`src/rtl/led_run_ctrl_if.sv`:
```
// Board-side signal bundle for the LED running-light controller:
// raw buttons and switches in, shifter controls and status out.
interface led_run_ctrl_if #(
    parameter int WIDTH = 18
);
    localparam int POS_W = $clog2(WIDTH);

    logic             btn_pause_n;
    logic             btn_step_n;
    logic [1:0]       sw_speed;
    logic             sw_dir;
    logic             sw_bounce;
    logic             load;
    logic             step;
    logic             step_dir;
    logic [1:0]       state;
    logic [POS_W-1:0] pos;

    modport master (
        output btn_pause_n, btn_step_n, sw_speed, sw_dir, sw_bounce,
        input  load, step, step_dir, state, pos
    );

    modport slave (
        input  btn_pause_n, btn_step_n, sw_speed, sw_dir, sw_bounce,
        output load, step, step_dir, state, pos
    );
endinterface

```
`src/rtl/led_run_ctrl.sv`:
```
// RUN/PAUSE sequencer for the LED shifter: button debounce, rate prescaler,
// and lit-position tracking with wrap or ping-pong direction.
module led_run_ctrl #(
    parameter int CLK_HZ          = 50_000_000,
    parameter int DEBOUNCE_CYCLES = 1_000_000,
    parameter int WIDTH           = 18
) (
    input  logic          CLOCK_50,
    input  logic          reset,
    led_run_ctrl_if.slave bus
);
    localparam int POS_W = $clog2(WIDTH);
    localparam int CNT_W = $clog2(CLK_HZ);
    localparam int DB_W  = $clog2(DEBOUNCE_CYCLES + 1);
    localparam logic [POS_W-1:0] POS_LAST = POS_W'(WIDTH - 1);

    typedef enum logic [1:0] {
        S_INIT  = 2'd0,
        S_RUN   = 2'd1,
        S_PAUSE = 2'd2
    } state_t;

    function automatic logic [CNT_W-1:0] period_term(input logic [1:0] speed);
        case (speed)
            2'd0:    return CNT_W'(CLK_HZ - 1);
            2'd1:    return CNT_W'(CLK_HZ / 2 - 1);
            2'd2:    return CNT_W'(CLK_HZ / 5 - 1);
            default: return CNT_W'(CLK_HZ / 10 - 1);
        endcase
    endfunction

    function automatic logic [POS_W-1:0] next_pos(input logic [POS_W-1:0] p, input logic dir);
        if (dir)
            return (p == '0) ? POS_LAST : p - 1'b1;
        else
            return (p == POS_LAST) ? '0 : p + 1'b1;
    endfunction

    // Button path: bit 0 = pause, bit 1 = step
    logic [1:0]      btn_raw;
    logic [1:0]      sync_p0;
    logic [1:0]      sync_p1;
    logic [1:0]      db_lvl;
    logic [1:0]      press;
    logic [DB_W-1:0] db_cnt [2];

    assign btn_raw = {bus.btn_step_n, bus.btn_pause_n};

    always_ff @(posedge CLOCK_50 or posedge reset) begin
        if (reset) begin
            sync_p0   <= '1;
            sync_p1   <= '1;
            db_lvl    <= '1;
            press     <= '0;
            db_cnt[0] <= '0;
            db_cnt[1] <= '0;
        end else begin
            sync_p0 <= btn_raw;
            sync_p1 <= sync_p0;
            for (int i = 0; i < 2; i++) begin
                press[i] <= 1'b0;
                if (sync_p1[i] == db_lvl[i]) begin
                    db_cnt[i] <= '0;
                end else if (db_cnt[i] == DB_W'(DEBOUNCE_CYCLES - 1)) begin
                    db_cnt[i] <= '0;
                    db_lvl[i] <= sync_p1[i];
                    press[i]  <= ~sync_p1[i];
                end else begin
                    db_cnt[i] <= db_cnt[i] + 1'b1;
                end
            end
        end
    end

    logic pause_ev;
    logic step_ev;

    // A coincident pause press swallows the step press
    assign pause_ev = press[0];
    assign step_ev  = press[1] & ~press[0];

    // Sequencer state
    state_t           state_q;
    state_t           state_nxt;
    logic [CNT_W-1:0] cnt_q;
    logic [CNT_W-1:0] cnt_nxt;
    logic             load_q;
    logic             load_nxt;
    logic             step_q;
    logic             step_nxt;

    always_ff @(posedge CLOCK_50 or posedge reset) begin
        if (reset)
            state_q <= S_INIT;
        else
            state_q <= state_nxt;
    end

    always_comb begin
        state_nxt = state_q;
        case (state_q)
            S_INIT:  state_nxt = S_RUN;
            S_RUN:   if (pause_ev) state_nxt = S_PAUSE;
            S_PAUSE: if (pause_ev) state_nxt = S_RUN;
            default: state_nxt = S_INIT;
        endcase
    end

    // Count at or past the selected terminal is treated as terminal, so a
    // speed change never stretches the current period.
    always_comb begin
        load_nxt = 1'b0;
        step_nxt = 1'b0;
        cnt_nxt  = cnt_q;
        case (state_q)
            S_INIT: begin
                load_nxt = 1'b1;
                cnt_nxt  = '0;
            end
            S_RUN: begin
                if (!pause_ev) begin
                    if (cnt_q >= period_term(bus.sw_speed)) begin
                        step_nxt = 1'b1;
                        cnt_nxt  = '0;
                    end else begin
                        cnt_nxt = cnt_q + 1'b1;
                    end
                end
            end
            S_PAUSE: step_nxt = step_ev;
            default: ;
        endcase
    end

    // Position and direction
    logic [POS_W-1:0] pos_q;
    logic [POS_W-1:0] pos_step;
    logic             dir_q;
    logic             dir_use;
    logic             bnc_q;

    // Bounce mode always moves inward from either end, regardless of bnc_q
    always_comb begin
        dir_use = bus.sw_dir;
        if (bus.sw_bounce) begin
            if (pos_q == POS_LAST)
                dir_use = 1'b1;
            else if (pos_q == '0)
                dir_use = 1'b0;
            else
                dir_use = bnc_q;
        end
        pos_step = next_pos(pos_q, dir_use);
    end

    always_ff @(posedge CLOCK_50 or posedge reset) begin
        if (reset) begin
            load_q <= 1'b0;
            step_q <= 1'b0;
            cnt_q  <= '0;
            pos_q  <= '0;
            dir_q  <= 1'b0;
            bnc_q  <= 1'b0;
        end else begin
            load_q <= load_nxt;
            step_q <= step_nxt;
            cnt_q  <= cnt_nxt;
            if (load_nxt) begin
                pos_q <= '0;
            end else if (step_nxt) begin
                pos_q <= pos_step;
                dir_q <= dir_use;
            end
            if (!bus.sw_bounce)
                bnc_q <= bus.sw_dir;
            else if (step_nxt && pos_step == POS_LAST)
                bnc_q <= 1'b1;
            else if (step_nxt && pos_step == '0)
                bnc_q <= 1'b0;
        end
    end

    assign bus.load     = load_q;
    assign bus.step     = step_q;
    assign bus.step_dir = dir_q;
    assign bus.state    = state_q;
    assign bus.pos      = pos_q;
endmodule

```
`src/flat_wrapper.sv`:
```
// flat-port wrapper written by rule: the top's interface ports become plain ports
module led_run_ctrl_flat 
#(
    parameter int CLK_HZ          = 50_000_000,
    parameter int DEBOUNCE_CYCLES = 1_000_000,
    parameter int WIDTH           = 18
)
  (CLOCK_50, reset, bus_btn_pause_n, bus_btn_step_n, bus_sw_speed, bus_sw_dir, bus_sw_bounce, bus_load, bus_step, bus_step_dir, bus_state, bus_pos);
  led_run_ctrl_if #(.WIDTH(WIDTH)) bus_i ();
  input  logic CLOCK_50;
  input  logic reset;
  input wire logic [$bits(bus_i.btn_pause_n)-1:0] bus_btn_pause_n;
  input wire logic [$bits(bus_i.btn_step_n)-1:0] bus_btn_step_n;
  input wire logic [$bits(bus_i.sw_speed)-1:0] bus_sw_speed;
  input wire logic [$bits(bus_i.sw_dir)-1:0] bus_sw_dir;
  input wire logic [$bits(bus_i.sw_bounce)-1:0] bus_sw_bounce;
  output wire logic [$bits(bus_i.load)-1:0] bus_load;
  output wire logic [$bits(bus_i.step)-1:0] bus_step;
  output wire logic [$bits(bus_i.step_dir)-1:0] bus_step_dir;
  output wire logic [$bits(bus_i.state)-1:0] bus_state;
  output wire logic [$bits(bus_i.pos)-1:0] bus_pos;
  assign bus_i.btn_pause_n = bus_btn_pause_n;
  assign bus_i.btn_step_n = bus_btn_step_n;
  assign bus_i.sw_speed = bus_sw_speed;
  assign bus_i.sw_dir = bus_sw_dir;
  assign bus_i.sw_bounce = bus_sw_bounce;
  assign bus_load = bus_i.load;
  assign bus_step = bus_i.step;
  assign bus_step_dir = bus_i.step_dir;
  assign bus_state = bus_i.state;
  assign bus_pos = bus_i.pos;
  led_run_ctrl #(.CLK_HZ(CLK_HZ), .DEBOUNCE_CYCLES(DEBOUNCE_CYCLES), .WIDTH(WIDTH)) u_core (.CLOCK_50(CLOCK_50), .reset(reset), .bus(bus_i));
endmodule
```
`config.mk`:
```
export PLATFORM = sky130hd
export DESIGN_NAME = led_run_ctrl_flat
export DESIGN_NICKNAME = d
export VERILOG_FILES = /design/src/rtl/led_run_ctrl_if.sv /design/src/rtl/led_run_ctrl.sv /design/src/flat_wrapper.sv
export SDC_FILE = /design/constraint.sdc
export NUM_CORES = 1
export LEC_CHECK = 0
export ABC_AREA = 1
export CORE_AREA = 2 2 100 102
export DETAILED_ROUTE_END_ITERATION = 8
export DIE_AREA = 0 0 102 104
export PLACE_DENSITY = 0.74
export SYNTH_ARGS = -nofsm -noshare
export SYNTH_HDL_FRONTEND = slang
export SYNTH_SLANG_ARGS = --single-unit
```
`constraint.sdc`:
```
create_clock -name CLOCK_50 -period 2.5 [get_ports CLOCK_50]
set_input_delay 0.5 -clock CLOCK_50 [delete_from_list [all_inputs] [get_ports CLOCK_50]]
set_output_delay 0.5 -clock CLOCK_50 [all_outputs]
set_load 0.02 [all_outputs]
```
Yosys cells after proc, flatten, opt, wreduce, memory -nomap -nowiden. Cells that the tools add are included.

Bits in registers: 85. Output and inout bits: 10. Logic and storage cells: 86.

Add/subtract/negate cells: 5. $lt $le $gt $ge: 1. Equal/unequal tests: 14. Multiplexer cells: 32. Bitwise operators: 7. Reductions and logical operators: 13.

Operators by type and width (number): two-way mux 26 bit (4); two-way mux 20 bit (4); case mux 26 bit (3 select lines) (1); case mux 26 bit (2 select lines) (1); adder 20 x 1 -> 20 bit, second input constant (2); equality test 20 bit, second input constant (2); adder 26 x 1 -> 26 bit, second input constant (1); >= comparator 26 bit (1); two-way mux 5 bit (5); two-way mux 1 bit (13); equality test 5 bit, second input constant (2); zero test 5 bit (2); AND reduction 2 bit (5); NOT 1 bit (6); case mux 2 bit (3 select lines) (1); adder 5 x 1 -> 5 bit, second input constant (1); subtractor 5 x 1 -> 5 bit, second input constant (1); equality test 2 x 1 -> 1 bit, second input constant (2); equality test 2 bit, second input constant (2); zero test 2 bit (2); two-way mux 2 bit (2); inequality test 2 x 1 -> 1 bit, second input constant (2); nonzero test 2 bit (2); inequality test 3 x 1 -> 1 bit, second input constant (1); 5 further kinds (7).

Longest topological paths before layout. Gate-level depths: netlist of the first run.

Depth after elaboration: 12. Depth in mapped cells: 19. Mapped depth without buffers: 19.

Worst setup path before layout of the first run. OpenSTA, ideal clock, no wires.

Path type: input to register. Start point: in bus_sw_speed[1]. End point: reg u_core.cnt_q[10]. Setup time: 0.083 ns. Data arrival time: 1.963 ns. Slack: 0.454 ns. Stages on the path: 13. Path buffers: 1. Cells stage by stage: inv_1 nand2_1 ha_1 nand2_1 inv_1 nand2_1 nand2_1 a21oi_1 nand3_4 nor2_4 inv_2 buf_4 o21ai_0.

Cells in the longest elaborated chain, start to end: 8. Elaborated cells between the ends (all ways): 10. Those cells by class: order compare (1); eq/ne (2); mux (6); reduce/logical (1).

Ends and longest elaborated chain: start, declared (RTL line flat_wrapper.sv:14) `input wire logic [$bits(bus_i.sw_speed)-1:0] bus_sw_speed;`; equality test 2 bit (tied with other cells) (RTL line led_run_ctrl.sv:24) `case (speed)`; case mux 26 bit (3 select lines) * (RTL line led_run_ctrl.sv:24); two-way mux 26 bit * (RTL line led_run_ctrl.sv:121) `if (!pause_ev) begin`; two-way mux 26 bit * (RTL line led_run_ctrl.sv:115) `case (state_q)`; >= comparator 26 bit * (RTL line led_run_ctrl.sv:122) `if (cnt_q >= period_term(bus.sw_speed)) begin`; two-way mux 26 bit * (RTL line led_run_ctrl.sv:122); two-way mux 26 bit * (RTL line led_run_ctrl.sv:121); case mux 26 bit (2 select lines) * (RTL line led_run_ctrl.sv:115); end signal, assigned (RTL line led_run_ctrl.sv:167) `cnt_q <= cnt_nxt;`; end, declared (RTL line led_run_ctrl.sv:85) `logic [CNT_W-1:0] cnt_q;`.

Every way passes the cells marked *; elsewhere a longest branch is shown, timed or not. The select of a mux whose other input is x is not followed. A chain may end at the register's enable or synchronous reset.

Worst setup path in the final report of the first run.
Start point: in bus_sw_speed[1]. End point: reg u_core.pos_q[4], in the netlist u_core.bus.pos[4].

Cells in the longest elaborated chain, start to end: 9. Elaborated cells between the ends (all ways): 11. Those cells by class: order compare (1); eq/ne (2); mux (6); reduce/logical (2).

Ends and longest elaborated chain: equality test 2 bit (tied with other cells) (RTL line led_run_ctrl.sv:24); case mux 26 bit (3 select lines) * (RTL line led_run_ctrl.sv:24); two-way mux 26 bit * (RTL line led_run_ctrl.sv:121); two-way mux 26 bit * (RTL line led_run_ctrl.sv:115); >= comparator 26 bit * (RTL line led_run_ctrl.sv:122); two-way mux 1 bit * (RTL line led_run_ctrl.sv:122); two-way mux 1 bit * (RTL line led_run_ctrl.sv:121); case mux 1 bit (2 select lines) * (RTL line led_run_ctrl.sv:115); nonzero test 2 bit (no source line) *; end signal, assigned (RTL line led_run_ctrl.sv:171) `pos_q <= pos_step;`; end, declared (RTL line led_run_ctrl.sv:136) `logic [POS_W-1:0] pos_q;`.

Marked as above.

==> results.py, run 1 <==
metrics = {
    "synth": {
        "syn_nets": 670,
        "ys.warnings.count": 0,
        "syn_avg_cell_area_um2": 8.01,
        "synth-compound-area-share_pct": 9.18,
        "synth-xor-area-share_pct": 5.17,
        "async_reset_ff_share_pct": 100,
        "synth_seq_cells": 85,
        "synth_seq_area_share_pct": 42.0,
        "synth_cell_types": 46,
        "synthFlopType": "dfrtp_1",
        "synthSimpleGateAreaFrac_pct": 29.0,
        "netlist_area_um2": 5080,
        "yosys.area_share.adder_pct": 6.65,
        "synth-edff-count": 0,
        "muxShareOfSynthArea_pct": 0.640,
        "syn_inst": 635,
        "synth_top_family_by_area": "simple AND/OR/NAND/NOR gates",
    },
    "clock_tree": {
        "numCtsBuffers": 9,
        "cts_tree": "built",
        "cts_resized": 0,
        "ctsHoldBuffers": 0,
        "cts_sinks": 85,
        "cts_htree_levels": 3,
        "cts_setup_buffers": 0,
        "root_buffer": "clkbuf_8",
        "clock_latency_ps": 350,
        "clockBufferDepth": 2,
        "clk_pin_slew_ps": 90,
    },
    "routing": {
        "wl_per_cell_um": 12.7,
        "dr.first_iter.drc_count": 167,
        "drc": 0,
        "ant_nets": 0,
        "firstDrtPassIters": 4,
        "viasPerCell": 5.17,
        "vias": 4170,
        "finalWirelength_um": 10300,
    },
    "timing": {
        "setup_ws_ps": 150,
        "tightest_slew_ps": 665,
        "fin_crit_sh_pct": 94.0,
        "finalSetupTns_ps": 0,
        "finalCriticalPeriod_ps": 2350,
        "maxSlewViolCount": 0,
        "fmax_ghz": 0.426,
        "rsz0062_at_grt": "true",
        "holdWs_ps": 355,
        "setup_viol": 0,
        "finalClockSkew_ps": 11.8,
        "max_slew_margin_pct": 55.6,
        "hold_viol_final": 0,
    },
    "power_and_ir_drop": {
        "leakagePower_nw": 2.64,
        "p_per_area_nw_per_um2": 439,
        "ir_drop_mv": 0.298,
        "fin_total_pwr_mw": 2.51,
    },
    "global_routing": {
        "antenna_found_initial": 0,
        "grt_first_pass_wirelength_um": 17800,
        "grt_pass1_vias": 4032,
        "grt_max_degree": 34,
        "grt_overflow": 0,
        "grtUsageTotal_pct": 20.6,
    },
    "place": {
        "dp_hpwl_um": 7810,
        "globalplace.congestion": 0.919,
        "place_area_um2": 5510,
        "place_ws_ps": -266,
        "portBuffers": 17,
        "dpl.cell_count": 791,
    },
    "worst_setup_path": {
        "cp.arrival_ps": 2580,
        "worstSetupPathType": "input port to flop",
        "cp_max_fo": 5,
        "required_ps": 2730,
        "critPathLaunchType": "input port",
        "cp-end-kind": "flop",
    },
    "worst_hold_path": {
        "min_path_type": "flop to flop",
    },
    "layout": {
        "final_common_cell": "nand2_1",
        "nets": 704,
        "postLayoutCellArea_um2": 5720,
        "diodes": 0,
        "layout-drive-gt1-share_pct": 11.9,
        "fin_cells": 807,
        "fillers": 855,
        "utilization_pct": 59.9,
        "layout_common_cells": "nand2_1 (136), inv_1 (84), dfrtp_1 (79), nor2_1 (71), nand3_1 (28)",
        "areaGrowthSynthToFinish_pct": 12.5,
    },
    "floorplanning": {
        "rows": 36,
        "dieArea_um2": 10600,
        "io_pins": 18,
        "initial_core_util_pct": 53.2,
        "die_w_um": 102,
        "die_h_um": 104,
        "coreArea_um2": 9550,
    },
    "run": {
        "cap_violations": 0,
    },
    "outcome": {
        "status": "completed",
    },
}
synthesized netlist by cell type, types with 3 or more instances:
master	number	area, µm²
nand2_1	136	510
inv_1	87	327
nand2_2	7	43.8
nand2_4	3	33.8
nor3_1	19	95.1
nor3b_1	3	22.5
clkbuf_1	4	15.0
dfrtp_1	79	1980
nand3_2	3	30.0
ha_1	27	338
o22ai_1	9	56.3
nor2_2	3	18.8
a21oi_1	28	140
nor2_4	6	67.6
xor2_1	22	193
dfstp_2	6	158
nor2_1	73	274
nand4_1	11	68.8
nand3_1	28	140
nor4_1	5	31.3
o21ai_0	25	125
o21ai_1	7	35.0
a31oi_1	3	18.8
xnor2_1	8	70.1
layout make-up:
class	count	area [µm²]	area share, %
clock buffer	9	124	2.17
clock inverter	7	71.3	1.25
inverter	90	349	6.10
multi-input combinational	454	2590	45.2
sequential	85	2130	37.3
tap	133	166	2.91
timing repair buffer	29	288	5.03
cells by family (layout without fill, tap and decap cells):
group	count (synthesis)	count (layout)
and+or+nand+nor	311	311
buffers and inverters	96	135
DFF	85	85
AOI/OAI and AO/OA	83	83
xor gates and xnor gates	30	30
adders and majority gates	27	27
muxes	3	3
state kept, by name (all words and copies together), names as in the netlist:
name	cells
u_core.cnt_q	26
u_core.bus.pos	5
u_core.sync_p1	2
u_core.bnc_q	1
u_core.press	2
u_core.bus.step	1
u_core.db_cnt	40
u_core.db_lvl	2
u_core.bus.load	1
u_core.sync_p0	2
u_core.bus.step_dir	1
u_core.bus.state	2
metal layers:
layer / part of all wire (%) / track usage (%)
met5: 0 / 0
met4: 1.9 / 7.43
met3: 2.7 / 3.36
met2: 48 / 33.1
met1: 48 / 28.0
worst max-delay path: stages:
cell and delay, ps:
clkdlybuf4s50_1 420, inv_1 130, nand2_1 110, ha_1 310, nand2_1 90, nor2_2 140
nand2_1 80, nor2_1 140, nand2_2 80, nand3_4 120, nand2_2 60, nand2_2 70
nand2_4 70, nand2_1 160, o22ai_1 100
final timing paths:
| check | from | to | slack [ps] | cells past startpoint |
|---|---|---|---|---|
| min reg2reg | u_core.sync_p0[0] | u_core.sync_p1[0] | 360 | 0 |
| min in group asynchronous | reset | u_core.db_cnt[37] | 580 | 2 |
| max in group asynchronous | reset | u_core.db_lvl[1] | 1310 | 3 |
| max reg2reg | u_core.bus.pos[0] | u_core.bnc_q | 380 | 14 |
| min | u_core.sync_p0[0] | u_core.sync_p1[0] | 360 | 0 |
| max | bus_sw_speed[1] | u_core.bus.pos[4] | 150 | 15 |
report_power, final:
group / switching, mW / internal, mW
clock: 0.511 / 0.467
combinational: 0.0851 / 0.0494
sequential: 0.00934 / 1.39
Power figures use the tool's default switching activity.
==> run 2, diff against run 1 <==
--- a/config.mk
+++ b/config.mk
@@ -9,7 +9,7 @@
 export CORE_AREA = 2 2 100 102
 export DETAILED_ROUTE_END_ITERATION = 8
 export DIE_AREA = 0 0 102 104
-export PLACE_DENSITY = 0.74
+export PLACE_DENSITY = 0.71
 export SYNTH_ARGS = -nofsm -noshare
 export SYNTH_HDL_FRONTEND = slang
 export SYNTH_SLANG_ARGS = --single-unit
==> constraint.sdc (replaced) <==
create_clock -name CLOCK_50 -period 2.55 [get_ports CLOCK_50]
set_input_delay 0.51 -clock CLOCK_50 [delete_from_list [all_inputs] [get_ports CLOCK_50]]
set_output_delay 0.51 -clock CLOCK_50 [all_outputs]
set_load 0.02 [all_outputs]
==> results.py, run 2 (synthesis gave the netlist of run 1 again) <==
metrics = {
    "routing": {
        "dr.first_iter.drc_count": 159,
        "vias": 4148,
        "wl_per_cell_um": 12.7,
        "finalWirelength_um": 10200,
        "drc": 0,
        "ant_nets": 0,
        "viasPerCell": 5.14,
        "firstDrtPassIters": 7,
    },
    "place": {
        "place_area_um2": 5490,
        "portBuffers": 17,
        "dp_hpwl_um": 7610,
        "globalplace.congestion": 0.879,
    },
    "worst_setup_path": {
        "cpMostUsedCell": "nand2_1",
        "slowest_delay_ps": 420,
        "path_cells": "clkdlybuf4s50_1, inv_1, buf_4, nand2_1, ha_1, nand2_1, nor2_2, nand2_1, nor2_1, nand2_2, nand3_4, nor2_4, inv_2, a21oi_1, nand2_1, o21ai_1",
        "slowest_stage": "clkdlybuf4s50_1",
        "critPathLaunchType": "input port",
        "cp.arrival_ps": 2630,
        "required_ps": 2790,
        "cp-end-kind": "flop",
        "worstSetupPathType": "input port to flop",
        "cp_max_fo": 15,
    },
    "layout": {
        "postLayoutCellArea_um2": 5740,
        "regArea_um2": 2130,
        "multi_input_area_um2": 2590,
        "layout-drive-gt1-share_pct": 11.6,
        "layout_common_cells": "nand2_1 (135), inv_1 (85), dfrtp_1 (79), nor2_1 (72), nand3_1 (28)",
        "areaGrowthSynthToFinish_pct": 12.8,
        "regMostFlops": "u_core.db_cnt",
        "fillers": 851,
        "nets": 704,
        "diodes": 0,
        "largest_reg_flops": 40,
        "final_common_cell": "nand2_1",
    },
    "clock_tree": {
        "clock_latency_ps": 360,
        "clockBufferDepth": 2,
        "cts_tree": "built",
        "numCtsBuffers": 9,
        "cts_sinks": 85,
        "cts_setup_buffers": 0,
        "cts_resized": 0,
        "clk_pin_slew_ps": 90,
        "root_buffer": "clkbuf_8",
        "ctsHoldBuffers": 0,
        "cts_htree_levels": 3,
    },
    "timing": {
        "hold_viol_final": 0,
        "holdWs_ps": 347,
        "rsz0062_at_grt": "false",
        "max_slew_margin_pct": 69.1,
        "finalClockSkew_ps": 13.4,
        "maxSlewViolCount": 0,
        "tightest_slew_ps": 462,
        "fmax_ghz": 0.418,
        "finalCriticalPeriod_ps": 2390,
        "fin_crit_sh_pct": 93.8,
        "setup_viol": 0,
    },
    "outcome": {
        "status": "completed",
    },
    "global_routing": {
        "grtUsageTotal_pct": 21.1,
        "grt_overflow": 0,
        "grt_first_pass_wirelength_um": 18200,
        "antenna_found_initial": 0,
        "grt_pass1_vias": 4109,
        "grt_max_degree": 86,
    },
    "power_and_ir_drop": {
        "p_per_area_nw_per_um2": 447,
        "clkPwrFrac_pct": 41.5,
        "p_sw_share_pct": 23.2,
        "power.switching_mw": 0.594,
        "p_int_mw": 1.97,
        "ir_drop_mv": 0.302,
        "leakagePower_nw": 2.64,
        "seq_power_share_pct": 53.5,
        "p_comb_share_pct": 5.0,
    },
    "floorplanning": {
        "die_h_um": 104,
        "io_pins": 18,
        "dieArea_um2": 10600,
        "die_w_um": 102,
        "coreArea_um2": 9550,
        "initial_core_util_pct": 53.2,
        "rows": 36,
    },
    "worst_hold_path": {
        "min_path_type": "flop to flop",
    },
    "run": {
        "cap_violations": 0,
    },
}
==> run 2: layout make-up <==
| type | count | share of cell area [%] |
|---|---|---|
| clock inverter | 6 | 1.64 |
| inverter | 90 | 6.04 |
| multi-input combinational | 454 | 45.1 |
| sequential | 85 | 37.2 |
| tap | 133 | 2.90 |
| clock buffer | 10 | 2.23 |
| timing repair buffer | 29 | 4.86 |
==> run 2: worst paths after layout <==
path	cells after the start	start	slack, ps	end
setup / recovery	16	bus_sw_speed[1]	160	u_core.cnt_q[15]
hold / removal	0	u_core.sync_p0[0]	350	u_core.sync_p1[0]
setup reg to reg	14	u_core.bus.pos[0]	400	u_core.bnc_q
hold reg to reg	0	u_core.sync_p0[0]	350	u_core.sync_p1[0]
max in group asynchronous	3	reset	1550	u_core.sync_p0[0]
min in group asynchronous	3	reset	610	u_core.cnt_q[6]
==> run 2: metrics by stage <==
step	power (mW)	setup slack, ps	std cells	TNS [ps]	util (%)
3_5_place_dp	1.53	-215	791	-4520	57.5
5_1_grt	2.68	7.20	807	0	60.1
4_1_cts	2.60	136	807	0	59.8
6_report	2.56	157	807	0	60.1
3_3_place_gp	1.52	-148	791	-2840	57.5
2_1_floorplan	1.48	494	635	0	-
==> run 2: per-layer routing <==
metal | global-route usage, % | routed length, µm | share of wire [%] | up-vias
met2 | 34.3 | 4940 | 48 | 59
met1 | 28.5 | 4880 | 48 | 1949
li1 | - | - | - | 2127
met4 | 7.33 | 168 | 1.6 | 0
met3 | 3.29 | 244 | 2.4 | 13
met5 | 0 | 0 | 0 | -
==> run 2: worst max-delay path: cells and delay by family <==
| kind | cells | cell delay (ps) |
|---|---|---|
| buf+inv | 4 | 860 |
| simple gates | 9 | 810 |
| fa+ha+maj | 1 | 300 |
| compound gates | 2 | 140 |
==> run 2: power groups by stage <==
| stage | combinational, mW | clock (mW) | sequential (mW) |
|---|---|---|---|
| global placement | 0.127 | 0 | 1.40 |
| finish | 0.128 | 1.06 | 1.37 |
| detailed placement | 0.129 | 0 | 1.40 |
| global route | 0.150 | 1.16 | 1.37 |
| CTS | 0.130 | 1.10 | 1.37 |
| floorplan | 0.0811 | 0 | 1.39 |
==> RTL change 1: new RTL, settings of run 2 <==
`CLK_HZ` is set to 50_000_000 in 2 places; all go to 12_500_000.
--- a/src/rtl/led_run_ctrl.sv
+++ b/src/rtl/led_run_ctrl.sv
@@ -2,5 +2,5 @@
 // and lit-position tracking with wrap or ping-pong direction.
 module led_run_ctrl #(
-    parameter int CLK_HZ          = 50_000_000,
+    parameter int CLK_HZ          = 12_500_000,
     parameter int DEBOUNCE_CYCLES = 1_000_000,
     parameter int WIDTH           = 18
--- a/src/flat_wrapper.sv
+++ b/src/flat_wrapper.sv
@@ -2,5 +2,5 @@
 module led_run_ctrl_flat 
 #(
-    parameter int CLK_HZ          = 50_000_000,
+    parameter int CLK_HZ          = 12_500_000,
     parameter int DEBOUNCE_CYCLES = 1_000_000,
     parameter int WIDTH           = 18
Behaviour: same outputs for any inputs over 10 cycles, from zero or initial values and one cycle with reset high; that may be too few to reach the edited logic, so the function may still have changed.
==> RTL change 1 against run 2 <==
- critical path depth is the same
- sequential cell count shrank 2
- routed wire length shrank 3.5%
- count of clock-buffer cells in the layout shrank 1
- worst setup slack gained 0.20 ns
- clock power shrank 18%
- total power shrank 8.9%
- area after synthesis shrank 2.6%
- largest cell class unchanged
- maximum frequency grew 8.9%
- design area shrank 2.5%
==> RTL change 1: results (changes against run 2) <==
stage,metric,value,unit,change
placed_design,dp_hpwl,7340,µm,-3.6%
placed_design,port_buffers,17,,unchanged
synth,yosysSeqAreaShare,42.1,%,+0.12 points
hold_path,hp-class,reg2reg,,
finish,final_nets,686,,-2.6%
synth,synthTopCellsByArea,"dfrtp_1 39%, nand2_1 9.8%, ha_1 7.1%",,
cts,clk_pin_slew_worst_paths,0.09,ns,about the same
finish,largest_reg_flops,40,,unchanged
worst_setup_path,r2r-start,u_core.cnt_q[19]$_DFFE_PP0P_,,
synth,synth_fa_ha_area_share,7.08,%,+0.43 points
pwr,p_per_area,418,nW/µm²,-6.6%
worst_setup_path,crit_path_max_incr_delay,0.29,ns,-0.13 ns
synth,syn_nets,651,,-2.8%
placed_design,place.gp.congestion,0.906,,+3.1%
synth,synth_compound_area_share,9.98,%,+0.80 points
synth,synth.area.mux_share,0.430,%,-0.21 points
placed_design,place_ws,-0.347,ns,-0.132 ns
global_routing,track_usage,19.9,%,-1.2 points
detailed_routing,dr.pass1.iters,4,,-3
detailed_routing,drt-total-wl,9870,µm,-3.5%
finish,nFillCells,869,,+2.1%
synth,synth_commonest_cells,"129 x nand2_1, 84 x inv_1, 77 x dfrtp_1",,
cts,root_buffer,clkbuf_8,,
finish,largest_register,u_core.db_cnt,,
cts,cts_buffers,9,,unchanged
global_routing,grt_pass1_vias,3862,,-6.0%
sta,finClkSkew,0.0150,ns,+0.00158 ns
synth,async_flop_share,100,%,unchanged
worst_setup_path,crit_fanout,7,,-8
sta,setup_viol,0,,unchanged
pwr,leakage,2.66,nW,+0.55%
worst_setup_path,critPathLaunch,bus_sw_speed[0],,
synth,ys_types,44,,-4.3%
sta,worst_slew_margin_rel,71.7,%,+2.6 points
synth,yosysWarnings,0,,unchanged
detailed_routing,viasPerCell,5.14,,about the same
detailed_routing,drt_iter0_markers,181,,+14%
cts,htreeDepth,3,,unchanged
global_routing,grt_antenna_before_repair,0,,unchanged
cts,clock_path_buffers,2,,unchanged
finish,drive_above_1_share,12.4,%,+0.79 points
synth,synthFlopType,dfrtp_1,,
pwr,peakVddDrop,0.000237,V,-21%
worst_setup_path,critical_path.top_delay_family,simple AND/OR/NAND/NOR gates,,
status,status,completed,,
hold_path,hold_start,u_core.sync_p0[1]$_DFF_PP1_,,
finish,diodes,0,,unchanged
global_routing,grt_pass1_wl,17200,µm,-5.6%
cts,clock_latency,0.36,ns,about the same
global_routing,grt_max_degree,84,,-2.3%
worst_setup_path,cp_slowest_cell,ha_1,,
synth,synthXorXnorAreaFrac,4.42,%,-0.74 points
worst_setup_path,cp.arrival,2.45,ns,-0.18 ns
RTL change 1: layout make-up:
class	count	area, µm²	share of cell area (%)
Tap cell	133	166	2.98
Sequential cell	83	2080	37.3
Inverter	88	334	5.97
Multi-Input combinational cell	437	2520	45.1
Clock buffer	9	124	2.21
Timing Repair Buffer	31	309	5.53
Clock inverter	7	51.3	0.917
RTL change 1: worst paths after layout:
path | endpoint | slack [ns] | depth (start not counted)
min in group asynchronous | u_core.db_cnt[12]$_DFF_PP0_ | 0.61 | 3
max reg2reg | u_core.bnc_q$_DFFE_PP0P_ | 0.48 | 13
max | u_core.bnc_q$_DFFE_PP0P_ | 0.35 | 16
max in group asynchronous | u_core.db_lvl[1]$_DFFE_PP1P_ | 1.59 | 3
min reg2reg | u_core.sync_p1[1]$_DFF_PP1_ | 0.36 | 0
min | u_core.sync_p1[1]$_DFF_PP1_ | 0.36 | 0
RTL change 1: worst reg2reg max path, stage by stage (launching register included):
cell	delay [ns]
dfrtp_1	0.46
ha_1	0.33
nand2_1	0.07
nor2_1	0.11
nand2_1	0.08
nor2_1	0.11
nand2_1	0.07
nand3_2	0.10
nand2_2	0.07
a21oi_4	0.26
buf_6	0.14
nand2_1	0.05
nand4_1	0.07
nand2_1	0.05
RTL change 1: through the flow:
| step | instance area (µm²) | hold slack [ns] | std cells |
|---|---|---|---|
| after floorplan | 4950 | 0.345 | 615 |
| after global placement | 5380 | 0.348 | 771 |
| after detailed placement | 5380 | 0.347 | 771 |
| after CTS | 5550 | 0.359 | 787 |
| after global routing | 5590 | 0.364 | 788 |
| final | 5590 | 0.358 | 788 |
RTL change 1: power breakdown:
group          total [mW]  internal (mW)  switching, mW
sequential           1.34           1.33        0.00883
clock               0.872          0.359          0.513
combinational       0.125         0.0447         0.0801
RTL change 1: kinds of logic (layout without fill, tap and decap cells):
family          count (synthesis)  count (layout)
simple gates                  293             293
buf+inv                        95             135
compound gates                 89              89
flops                          83              83
fa+ha+maj                      28              28
xor+xnor                       25              25
mux                             2               2
RTL change 1: routing by layer:
layer / track usage [%] / up-vias / part of all wire [%]
met5: 0 / - / 0
met1: 26.9 / 1905 / 47
met2: 32.6 / 57 / 48
met4: 7.33 / 0 / 1.8
met3: 2.42 / 14 / 3.2
li1: - / 2078 / -
RTL change 1: repair_timing:
item | 4_1_cts | 5_1_grt
endpoints found under the hold margin | 0 | 0
endpoints found under the setup margin | 0 | 24
setup buffers | 0 | 1
resized for setup | 0 | 12
==> RTL change 2: new RTL, flow settings as in run 2 <==
Made on the original files. Reset style: synchronous (`reset`), changed in 3 clocked blocks.
--- a/src/rtl/led_run_ctrl.sv
+++ b/src/rtl/led_run_ctrl.sv
@@ -47,5 +47,5 @@
     assign btn_raw = {bus.btn_step_n, bus.btn_pause_n};
 
-    always_ff @(posedge CLOCK_50 or posedge reset) begin
+    always_ff @(posedge CLOCK_50) begin
         if (reset) begin
             sync_p0   <= '1;
@@ -90,5 +90,5 @@
     logic             step_nxt;
 
-    always_ff @(posedge CLOCK_50 or posedge reset) begin
+    always_ff @(posedge CLOCK_50) begin
         if (reset)
             state_q <= S_INIT;
@@ -154,5 +154,5 @@
     end
 
-    always_ff @(posedge CLOCK_50 or posedge reset) begin
+    always_ff @(posedge CLOCK_50) begin
         if (reset) begin
             load_q <= 1'b0;
Behaviour: differs if reset is asserted again (counterexample within 4 cycles, from zero or initial values and one cycle with reset high); with reset held inactive, the same outputs for 10 cycles.
==> RTL change 2 against run 2 <==
- design area up 6.1%
- critical path type unchanged
- first-iteration DRC count is 1.3% higher
- sequential cell count unchanged
- die area did not move
- non-clock buffer count rose by 7
- count of clock-buffer cells in the layout is 1 lower
- routed wire length increased by 9.1%
- worst setup slack improved by 0.18 ns
- global-route usage up 0.85 points
- area after synthesis grew 5.0%
Power is not compared: it rests on default switching activity, and its combinational part moved more than twofold at a synthesized area within 25%.
==> RTL change 2: results (changes against run 2) <==
stage,metric,value,unit,change
status,status,completed,,
synth,yosysSeqAreaShare,39.4,%,-2.6 points
sta,finClkSkew,0.0134,ns,+0.00000980 ns
global_routing,grt_max_degree,36,,-58%
global_routing,track_usage,21.9,%,+0.85 points
detailed_routing,dr_wl_met2,5430,µm,+10%
placed_design,port_buffers,17,,unchanged
cts,cts_buffers,9,,unchanged
placed_design,place.gp.congestion,0.888,,+0.97%
hold_path,hp-class,reg2reg,,
synth,yosysWarnings,0,,unchanged
placed_design,place_ws,-0.383,ns,-0.169 ns
pwr,leakage,2.53,nW,
global_routing,grt_antenna_before_repair,0,,unchanged
detailed_routing,m1WireLength,5320,µm,+9.0%
cts,htreeDepth,3,,unchanged
synth,synth_fa_ha_area_share,6.33,%,-0.32 points
cts,clock_latency,0.35,ns,
synth,synthXorXnorAreaFrac,3.28,%,-1.9 points
pwr,peakVddDrop,0.000336,V,
detailed_routing,drt_iter0_markers,161,,+1.3%
sta,period_needed,2.21,ns,-0.180 ns
finish,final_nets,802,,+14%
pwr,swShare,27.2,%,
synth,synth.area.mux_share,0,%,-0.64 points
finish,diodes,0,,unchanged
global_routing,grt_pass1_vias,4349,,+5.8%
synth,syn-cell-area,5340,µm²,+5.0%
detailed_routing,wl_met3,283,µm,+16%
detailed_routing,drt-total-wl,11200,µm,+9.1%
worst_setup_path,r2r_setup_slack,0.42,ns,+0.02 ns
detailed_routing,highest_layer,met4,,
synth,synthTopCellsByArea,"edfxtp_1 23%, dfxtp_1 17%, nand2_1 10%",,
finish,drive_above_1_share,11.3,%,-0.30 points
synth,synth_edf_count,40,,+40
synth,synthFlopType,dfxtp_1,,
finish,largest_reg_flops,40,,unchanged
synth,async_flop_share,0,%,-100 points
global_routing,grt_pass1_wl,19300,µm,+6.1%
worst_setup_path,crit_fanout,7,,-8
synth,ys_types,48,,+4.3%
cts,clock_path_buffers,2,,unchanged
cts,root_buffer,clkbuf_8,,
detailed_routing,viasPerCell,5.19,,+1.0%
cts,clk_pin_slew_worst_paths,0.10,ns,
synth,synth_compound_area_share,10.2,%,+0.97 points
finish,nFillCells,871,,+2.4%
synth,synth_commonest_cells,"146 x nand2_1, 87 x inv_1, 80 x nor2_1",,
finish,largest_register,u_core.db_cnt,,
placed_design,dp_hpwl,8530,µm,+12%
worst_setup_path,cp.arrival,2.45,ns,-0.18 ns
detailed_routing,dr.pass1.iters,5,,-2
## RTL change 2: cell count changes after synthesis, sizes merged, moves of 10 or more
cell and change:
dfrtp -79, dfxtp +45, edfxtp +40, a21oi +22, nand3 +15, o21ai -12, nor2 +10, xor2 -10
## RTL change 2: cells by family after synthesis
group / count (synthesis)
AO/OA/AOI/OAI: 94
XOR/XNOR: 20
adder cells (fa/ha/maj): 27
buffers and inverters: 109
flip-flops: 85
other: 1
AND/OR/NAND/NOR: 361
## RTL change 2: repair_timing
item                       CTS  global route
gates cloned                 1             0
setup buffers                0             1
setup endpoints to repair    2            28
hold buffers                 0             0
gates resized for setup      3             8
pin swaps                    0             1
## RTL change 2: worst max-delay path, stage by stage
cell and delay [ns]:
dlymetal6s2s_1 0.20, inv_2 0.11, nand2_1 0.09, ha_1 0.30, a21oi_1 0.16, nand2_1 0.07
a21oi_1 0.22, nand3_4 0.14, nor2_4 0.13, buf_4 0.16, o21ai_0 0.08, a221oi_1 0.29
## RTL change 2: layout make-up
type                       count  area share, %
sequential                    85           34.5
clock inverter                 7          0.802
clock buffer                   9           2.04
inverter                      93           5.74
tap                          133           2.73
timing repair buffer          36           5.24
multi-input combinational    542           48.9
## RTL change 2: through the flow
step / std cells / power [mW] / cell area, µm² / hold slack (ns)
after CTS: 904 / 2.66 / 6050 / 0.424
after floorplan: 736 / 1.70 / 5480 / 0.389
after global routing: 905 / 2.76 / 6080 / 0.436
after global placement: 887 / 1.79 / 5870 / 0.397
final: 905 / 2.65 / 6080 / 0.417
after detailed placement: 887 / 1.80 / 5870 / 0.409
## RTL change 2: routing by layer
| layer | up-vias | global-route usage (%) |
|---|---|---|
| met2 | 78 | 37.0 |
| met4 | 0 | 5.24 |
| li1 | 2422 | - |
| met1 | 2183 | 30.0 |
| met5 | - | 0 |
| met3 | 16 | 2.42 |
## RTL change 2: worst paths after layout
| path | start | to | depth (start not counted) |
|---|---|---|---|
| hold reg to reg | u_core.sync_p0[1]$_SDFF_PP1_ | u_core.sync_p1[1]$_SDFF_PP1_ | 1 |
| setup reg to reg | u_core.cnt_q[21]$_SDFFE_PP0P_ | u_core.cnt_q[11]$_SDFFE_PP0P_ | 9 |
| setup / recovery | bus_sw_speed[0] | u_core.cnt_q[11]$_SDFFE_PP0P_ | 12 |
| hold / removal | u_core.sync_p0[1]$_SDFF_PP1_ | u_core.sync_p1[1]$_SDFF_PP1_ | 1 |
## RTL change 2: power by group through the flow
stage	Clock, mW	Combinational (mW)	Sequential, mW
6_report	0.867	0.279	1.50
3_5_place_dp	0	0.266	1.53
4_1_cts	0.889	0.272	1.50
5_1_grt	0.943	0.314	1.51
2_1_floorplan	0	0.177	1.53
3_3_place_gp	0	0.260	1.53
